`config.mk`:
```
export PLATFORM = sky130hd
export DESIGN_NAME = regfile_seq_ctrl
export DESIGN_NICKNAME = d
export VERILOG_FILES = /design/src/rtl/regfile_seq_ctrl.sv
export SDC_FILE = /design/constraint.sdc
export NUM_CORES = 1
export LEC_CHECK = 0
export ABC_AREA = 1
export CORE_UTILIZATION = 55
export DETAILED_ROUTE_END_ITERATION = 8
export HOLD_SLACK_MARGIN = 0.1
export PLACE_DENSITY = 0.84
export RECOVER_POWER = 100
export SYNTH_ARGS = -nofsm -noshare
export SYNTH_HDL_FRONTEND = slang
export SYNTH_SLANG_ARGS = --single-unit
```
`constraint.sdc`:
```
create_clock -name clk -period 4.9 [get_ports clk]
set_input_delay 0.98 -clock clk [delete_from_list [all_inputs] [get_ports clk]]
set_output_delay 0.98 -clock clk [all_outputs]
set_load 0.02 [all_outputs]
```
`src/rtl/regfile_seq_ctrl.sv`:
```
// regfile_seq_ctrl: multi-cycle controller driving a 4x8 register file through decode/read/exec/write.
module regfile_seq_ctrl #(
  parameter int DATA_W = 8
) (
  input  logic              clk,
  input  logic              rst_n,
  input  logic              in_valid,
  input  logic [15:0]       in_instr,
  output logic              in_ready,
  output logic              rf_we,
  output logic [1:0]        rf_selA,
  output logic [1:0]        rf_selB,
  output logic [DATA_W-1:0] rf_dataW,
  input  logic [DATA_W-1:0] rf_dataA,
  input  logic [DATA_W-1:0] rf_dataB,
  output logic              done,
  output logic              halted,
  output logic [2:0]        flags
);
  typedef enum logic [2:0] {IDLE, DECODE, READ, EXEC, WRITE, HALTED} state_t;
  localparam logic [2:0] OP_NOP = 3'b000, OP_MOVI = 3'b001, OP_ADD = 3'b011,
                         OP_SUB = 3'b100, OP_AND = 3'b101, OP_NOT = 3'b110, OP_HALT = 3'b111;
  state_t state, state_nx;
  logic [15:0] instr;
  logic [DATA_W-1:0] op_a, op_b, result, alu_res;
  logic [DATA_W:0] sum, diff;
  logic alu_c;
  logic [2:0] op;
  logic [1:0] rd, rs, rt;
  assign op = instr[15:13];
  assign rd = instr[12:11];
  assign rs = instr[10:9];
  assign rt = instr[8:7];
  assign sum = {1'b0, op_a} + {1'b0, op_b};
  assign diff = {1'b0, op_a} - {1'b0, op_b};
  // SUB carry is the inverted borrow, i.e. set when rs >= rt unsigned
  always_comb begin
    alu_res = op == OP_ADD ? sum[DATA_W-1:0] :
              op == OP_SUB ? diff[DATA_W-1:0] :
              op == OP_AND ? op_a & op_b :
              op == OP_NOT ? ~op_a : op_a;
    alu_c = op == OP_ADD ? sum[DATA_W] : op == OP_SUB ? ~diff[DATA_W] : 1'b0;
  end
  always_ff @(posedge clk) begin
    if (!rst_n) begin
      state  <= IDLE;
      instr  <= '0;
      op_a   <= '0;
      op_b   <= '0;
      result <= '0;
      flags  <= '0;
    end else begin
      state <= state_nx;
      if (state == IDLE && in_valid) instr <= in_instr;
      if (state == READ) begin
        op_a <= rf_dataA;
        op_b <= rf_dataB;
      end
      if (state == EXEC) begin
        result <= alu_res;
        flags  <= {alu_res[DATA_W-1], alu_res == '0, alu_c};
      end
    end
  end
  always_comb begin
    state_nx = state;
    case (state)
      IDLE:    state_nx = in_valid ? DECODE : IDLE;
      DECODE:  state_nx = op == OP_NOP ? IDLE : op == OP_HALT ? HALTED : op == OP_MOVI ? WRITE : READ;
      READ:    state_nx = EXEC;
      EXEC:    state_nx = WRITE;
      WRITE:   state_nx = IDLE;
      HALTED:  state_nx = HALTED;
      default: state_nx = IDLE;
    endcase
  end
  // Outputs are forced low while reset is asserted so the regfile sees WE=0 and clears
  always_comb begin
    in_ready = rst_n && state == IDLE;
    rf_we    = rst_n && state == WRITE;
    done     = rst_n && (state == WRITE || (state == DECODE && op == OP_NOP));
    halted   = rst_n && state == HALTED;
    rf_selA  = !rst_n ? 2'd0 : state == READ ? rs : state == WRITE ? rd : 2'd0;
    rf_selB  = rst_n && state == READ ? rt : 2'd0;
    rf_dataW = !rf_we ? '0 : op == OP_MOVI ? DATA_W'(instr[7:0]) : result;
  end
endmodule

```
==> results of run 1 <==
-- critical path, stage by stage (launching register included) --
cell,delay (ns)
dfxtp_1,0.49
inv_2,0.16
nor3_1,1.14
o21ai_0,0.22
a21oi_1,0.18
dlygate4sd3_1,0.69
-- stage by stage --
stage,hold WS (ns),std cells
2_1_floorplan,0.430,425
3_3_place_gp,0.441,532
3_5_place_dp,0.445,532
4_1_cts,0.457,540
5_1_grt,0.478,540
6_report,0.455,540
-- layout make-up --
class / instances / area (um^2) / share of cell area
clock buffer: 6 / 72.6 / 0.0207
multi-input combinational: 296 / 1600 / 0.458
inverter: 69 / 259 / 0.0740
sequential: 45 / 901 / 0.258
tap: 67 / 83.8 / 0.0240
timing repair buffer: 55 / 542 / 0.155
clock inverter: 2 / 38.8 / 0.0111
-- layout by cell type (no fill, tap or decap), drive strengths merged --
master / netlist / routed
inv: 69 / 69
nand2: 66 / 66
a21oi: 62 / 62
o21ai: 61 / 61
dfxtp: 45 / 45
nand3: 36 / 36
clkdlybuf4s50: 0 / 32
nor2: 24 / 24
dlygate4sd3: 0 / 21
ha: 17 / 17
clkbuf: 11 / 7
nor3: 5 / 5
xor2: 4 / 4
a31oi: 3 / 3
nand4: 3 / 3
o22ai: 2 / 2
and2: 2 / 2
o211ai: 2 / 2
fa: 2 / 2
nor4: 1 / 1
o31ai: 1 / 1
nand3b: 1 / 1
o21a: 1 / 1
o2111ai: 1 / 1
a211oi: 1 / 1
a31o: 1 / 1
clkinv: 0 / 1
bufinv: 0 / 1
buf: 4 / 1
-- per-layer routing --
metal | vias to the layer above | global-route usage
li1 | 1498 | -
met4 | 0 | 0.0705
met3 | 11 | 0.0466
met2 | 111 | 0.438
met5 | - | 0
met1 | 1304 | 0.384
-- sequential cells by signal (all words and copies together) (netlist names) --
register,count
state,3
op_b,8
result,7
instr,16
op_a,8
flags,3
-- logic make-up (layout without fill, tap and decap cells) --
| group | after synthesis | count (layout) | share of synthesized area |
|---|---|---|---|
| simple gates | 138 | 138 | 0.217 |
| flops | 45 | 45 | 0.318 |
| compound gates | 135 | 135 | 0.249 |
| xor+xnor | 4 | 4 | 0.0124 |
| buf+inv | 84 | 132 | 0.114 |
| fa+ha+maj | 19 | 19 | 0.0893 |
-- final timing paths --
kind / start / endpoint / depth (start not counted)
setup / recovery: instr[13] / rf_dataW[7] / 5
hold / removal: instr[9] / instr[9] / 2
setup reg to reg: instr[13] / state[2] / 6
hold reg to reg: instr[9] / instr[9] / 2
-- report_power, final --
part	internal, mW	switching, mW
clock	0.153	0.134
combinational	0.115	0.193
sequential	0.397	0.0223
==> run summary, run 1 <==
Met2 WL -> 3360 um
Async SR Flop Fraction -> 0
Least-Margin Pin Slew -> 1.49 ns
Layout cell share with drive strength beyond 1 -> 0.0402
Mapped Area -> 0.00283 mm^2
Max-cap violation count -> 1
Clock Skew -> 0.0117 ns
Crit Path Category -> reg2out
DP HPWL -> 5480 um
Synth Area per Inst -> 6.66 um^2
Top cell type by total area after synthesis -> dfxtp_1
Status -> finished, violations left
Grt ovf -> 0
Via Count -> 2924
Power Density -> 290 mW/mm^2
PortBufs -> 53
Yosys warns -> 0
Seq cells post-synth -> 45
Arrival time worst endpoint -> 3.17 ns
Worst-Skew Late Latency -> 0.31 ns
Post-Route WL -> 7270 um
Top Layer Used -> met4
Initial antenna violation count -> 0
Syn-to-layout area delta -> 23.6%
Placed cell areas -> 0.00340 mm^2
Hold WC Path Type -> reg2reg
Final hold viol count -> 0
Leak Pwr -> 1.61 nW
Setup ws final -> 0.746 ns
ANT nets after route -> 0
Synth Flop Type -> dfxtp_1
Placement Setup Slack -> 0.932 ns
Top-count cell post-synth -> nand2_1
Drt drc -> 0
Initial Utilization -> 0.584
Startpoint types -> flip-flop
Max-slew headroom -> 0.000771
DIE WIDTH -> 73.8 um
Fin area -> 0.00350 mm^2
Total power -> 1.01 mW
Initial DRC Count -> 242
All-layer global routing usage -> 0.275
DR WL/cell -> 13.5 um
Fillers -> 423
Seq/Total Area, Yosys -> 0.318
# nets final -> 526
Failing checks -> capacitance limit
Drt first pass iters -> 5
Period minus WS final -> 4.15 ns
CORE AREA -> 0.00485 mm^2
Post-synth EDFFs -> 0
Req. time, crit path -> 3.92 ns
Largest net degree at the start of global routing -> 34
Post-synth top cells -> 65 x nand2_1, 64 x inv_1, 62 x a21oi_1
Met3 routed WL -> 393 um
VDD IR-drop max -> 199 uV
IO Count -> 54
Post-CTS Setup Repair Bufs -> 0
Global-route wire length before repair -> 11400 um
DR vias/cell -> 5.41
Met1 wire length -> 3420 um
CP Capture Type -> output port
Hold bufs inserted after CTS -> 0
Vias in the first global route -> 2480
Crit share post-route -> 0.848
Clock sink count -> 45
CTS tree -> built
Row cnt -> 25
Num CTS Buffers -> 5
H-tree depth -> 2
# setup viols final -> 0
CTS max path bufs -> 2
Achievable Freq -> 241 MHz
Syn Nets -> 479
Max Transition Viols Final -> 0
Die span in y -> 73.8 um
Area share of the largest cell type after synthesis -> 0.318
R2r setup slk -> 2.62 ns
Die area -> 0.00544 mm^2
PostCTS Resize Cnt -> 0
N_diodes -> 0
Crit-path max FO -> 17
Setup TNS -> 0 ns
RePlAce Congestion -> 0.911
Syn Inst Count -> 425
Largest cells by area after synthesis -> dfxtp_1 32%, a21oi_1 11%, o21ai_0 11%
Reg clk slew, reported paths -> 0.08 ns
Finished Core Util -> 0.722
Root Driver -> clkbuf_8
Unrepaired setup endpoints after global routing -> false
Post-synth cell types -> 33
Power figures use the tool's default switching activity.
==> run 2: changes to the inputs <==
--- a/config.mk
+++ b/config.mk
@@ -6,10 +6,10 @@
 export NUM_CORES = 1
 export LEC_CHECK = 0
 export ABC_AREA = 1
-export CORE_UTILIZATION = 55
+export CORE_UTILIZATION = 52
 export DETAILED_ROUTE_END_ITERATION = 8
 export HOLD_SLACK_MARGIN = 0.1
-export PLACE_DENSITY = 0.84
+export PLACE_DENSITY = 0.8
 export RECOVER_POWER = 100
 export SYNTH_ARGS = -nofsm -noshare
 export SYNTH_HDL_FRONTEND = slang
==> constraint.sdc (replaced) <==
create_clock -name clk -period 4.12 [get_ports clk]
set_input_delay 0.824 -clock clk [delete_from_list [all_inputs] [get_ports clk]]
set_output_delay 0.824 -clock clk [all_outputs]
set_load 0.02 [all_outputs]
==> run summary, run 2 (same netlist as run 1, synthesis figures left out) <==
Arrival time worst endpoint -> 2.81 ns
Placement Setup Slack -> 0.636 ns
Crit-path max FO -> 9
DR WL/cell -> 13.4 um
Unrepaired setup endpoints after global routing -> false
DR vias/cell -> 5.39
RePlAce Congestion -> 0.944
Setup ws final -> 0.488 ns
Root Driver -> clkbuf_8
ANT nets after route -> 0
# nets final -> 526
CTS tree -> built
Flop pwr share -> 0.413
Global-route wire length before repair -> 11700 um
VDD IR-drop max -> 211 uV
Setup TNS -> 0 ns
Initial Utilization -> 0.547
Startpoint types -> input port
Hold bufs inserted after CTS -> 0
Largest net degree at the start of global routing -> 34
Period minus WS final -> 3.63 ns
Sw power -> 416 uW
Worst Reg2Reg Path Length in Cells -> 16
Vias in the first global route -> 2489
Reg clk slew, reported paths -> 0.09 ns
Largest register by flop count -> instr
Die span in y -> 75.8 um
Num CTS Buffers -> 5
Post-route insts no fill -> 543
Drt drc -> 0
Post-CTS Setup Repair Bufs -> 0
Initial DRC Count -> 203
Post-Route WL -> 7270 um
Crit share post-route -> 0.881
Clock Skew -> 0.00552 ns
Hold endpoint -> instr[3]
Largest register FFs -> 16
CP Capture Type -> output port
IO Count -> 54
Most common cell after layout, fill and taps aside -> nand2_1
Worst Hold Launch -> instr[3]
Combinational power share -> 0.302
H-tree depth -> 2
Row cnt -> 26
Layout cell share with drive strength beyond 1 -> 0.0423
Leak Pwr -> 1.62 nW
# setup viols final -> 0
Largest registers -> instr: 16 flops, op_a: 8 flops, op_b: 8 flops
Req. time, crit path -> 3.30 ns
Syn-to-layout area delta -> 23.9%
PortBufs -> 53
Sw Share -> 0.345
Origin of the critical flop-to-flop path -> op_a[0]
CTS max path bufs -> 2
Status -> finished, final reports clean
DP HPWL -> 5430 um
Max-cap violation count -> 0
All-layer global routing usage -> 0.272
Clock share of power -> 0.285
Hold Path Depth -> 2
CORE AREA -> 0.00517 mm^2
Hold WC Path Type -> reg2reg
Initial antenna violation count -> 0
DIE WIDTH -> 75.8 um
Die area -> 0.00574 mm^2
Least-Margin Pin Slew -> 1.01 ns
DP Cell Count -> 535
Worst-Skew Late Latency -> 0.31 ns
Final hold viol count -> 0
Clock sink count -> 45
Design internal power -> 791 uW
Drt first pass iters -> 5
Finished Core Util -> 0.678
Max Transition Viols Final -> 0
Crit Path Category -> in2out
Grt ovf -> 0
R2r setup slk -> 1.90 ns
Crit Reg-Reg Endpoint -> flags[1]
Achievable Freq -> 275 MHz
Power Density -> 344 mW/mm^2
Total power -> 1.21 mW
Via Count -> 2929
Most frequent cells in the layout -> 65 x nand2_1, 64 x inv_1, 62 x a21oi_1
Max-slew headroom -> 0.322
N_diodes -> 0
PostCTS Resize Cnt -> 0
[run 2: final cells by class]
class                           instances  area, um^2
Tap cell                               70        87.6
Fill cell                             490        1670
Multi-Input combinational cell        296        1610
Clock inverter                          2        38.8
Sequential cell                        45         901
Timing Repair Buffer                   55         542
Clock buffer                            6        72.6
Inverter                               69         259
[run 2: critical path, stage by stage]
cell,delay (ns)
dlygate4sd3_1,0.58
nand3_1,0.17
inv_1,0.24
o21ai_0,0.15
a21oi_1,0.16
dlygate4sd3_1,0.68
[run 2: power groups by stage]
stage | registers (mW) | logic [mW] | clock network [mW]
2_1_floorplan | 0.501 | 0.262 | 0
3_3_place_gp | 0.507 | 0.356 | 0
3_5_place_dp | 0.509 | 0.361 | 0
4_1_cts | 0.499 | 0.364 | 0.348
5_1_grt | 0.504 | 0.420 | 0.361
6_report | 0.499 | 0.365 | 0.344
[run 2: how the worst max path moves through the flow]
stage | startpoint | to | slack [ns] | cells after the start
after floorplan | rst_n | rf_dataW[0] | 1.62 | 4
after global placement | rst_n | done | 0.72 | 5
after detailed placement | rst_n | rf_dataW[0] | 0.64 | 6
after CTS | rst_n | rf_dataW[0] | 0.63 | 6
after global routing | rst_n | rf_dataW[3] | 0.33 | 6
final | rst_n | rf_dataW[4] | 0.49 | 6
[run 2: through the flow]
step	instance area (um^2)	hold WS (ns)
global route	3510	0.475
CTS	3510	0.458
detailed placement	3400	0.446
global placement	3400	0.442
floorplan	2830	0.430
finish	3510	0.459
[run 2: per-layer routing]
metal  routed length (um)  up-vias  track usage
met2                 3450       99        0.439
li1                     -     1501            -
met5                    0        -            0
met3                  330        8       0.0304
met1                 3410     1321        0.381
met4                   80        0       0.0823
==> run 3: changes to the inputs <==
--- a/config.mk
+++ b/config.mk
@@ -8,6 +8,7 @@
 export ABC_AREA = 1
 export CORE_UTILIZATION = 52
 export DETAILED_ROUTE_END_ITERATION = 8
+export GPL_TIMING_DRIVEN = 1
 export HOLD_SLACK_MARGIN = 0.1
 export PLACE_DENSITY = 0.8
 export RECOVER_POWER = 100
==> results of run 3 <==
Final layout, timing and power as in run 2 (identical DEF).
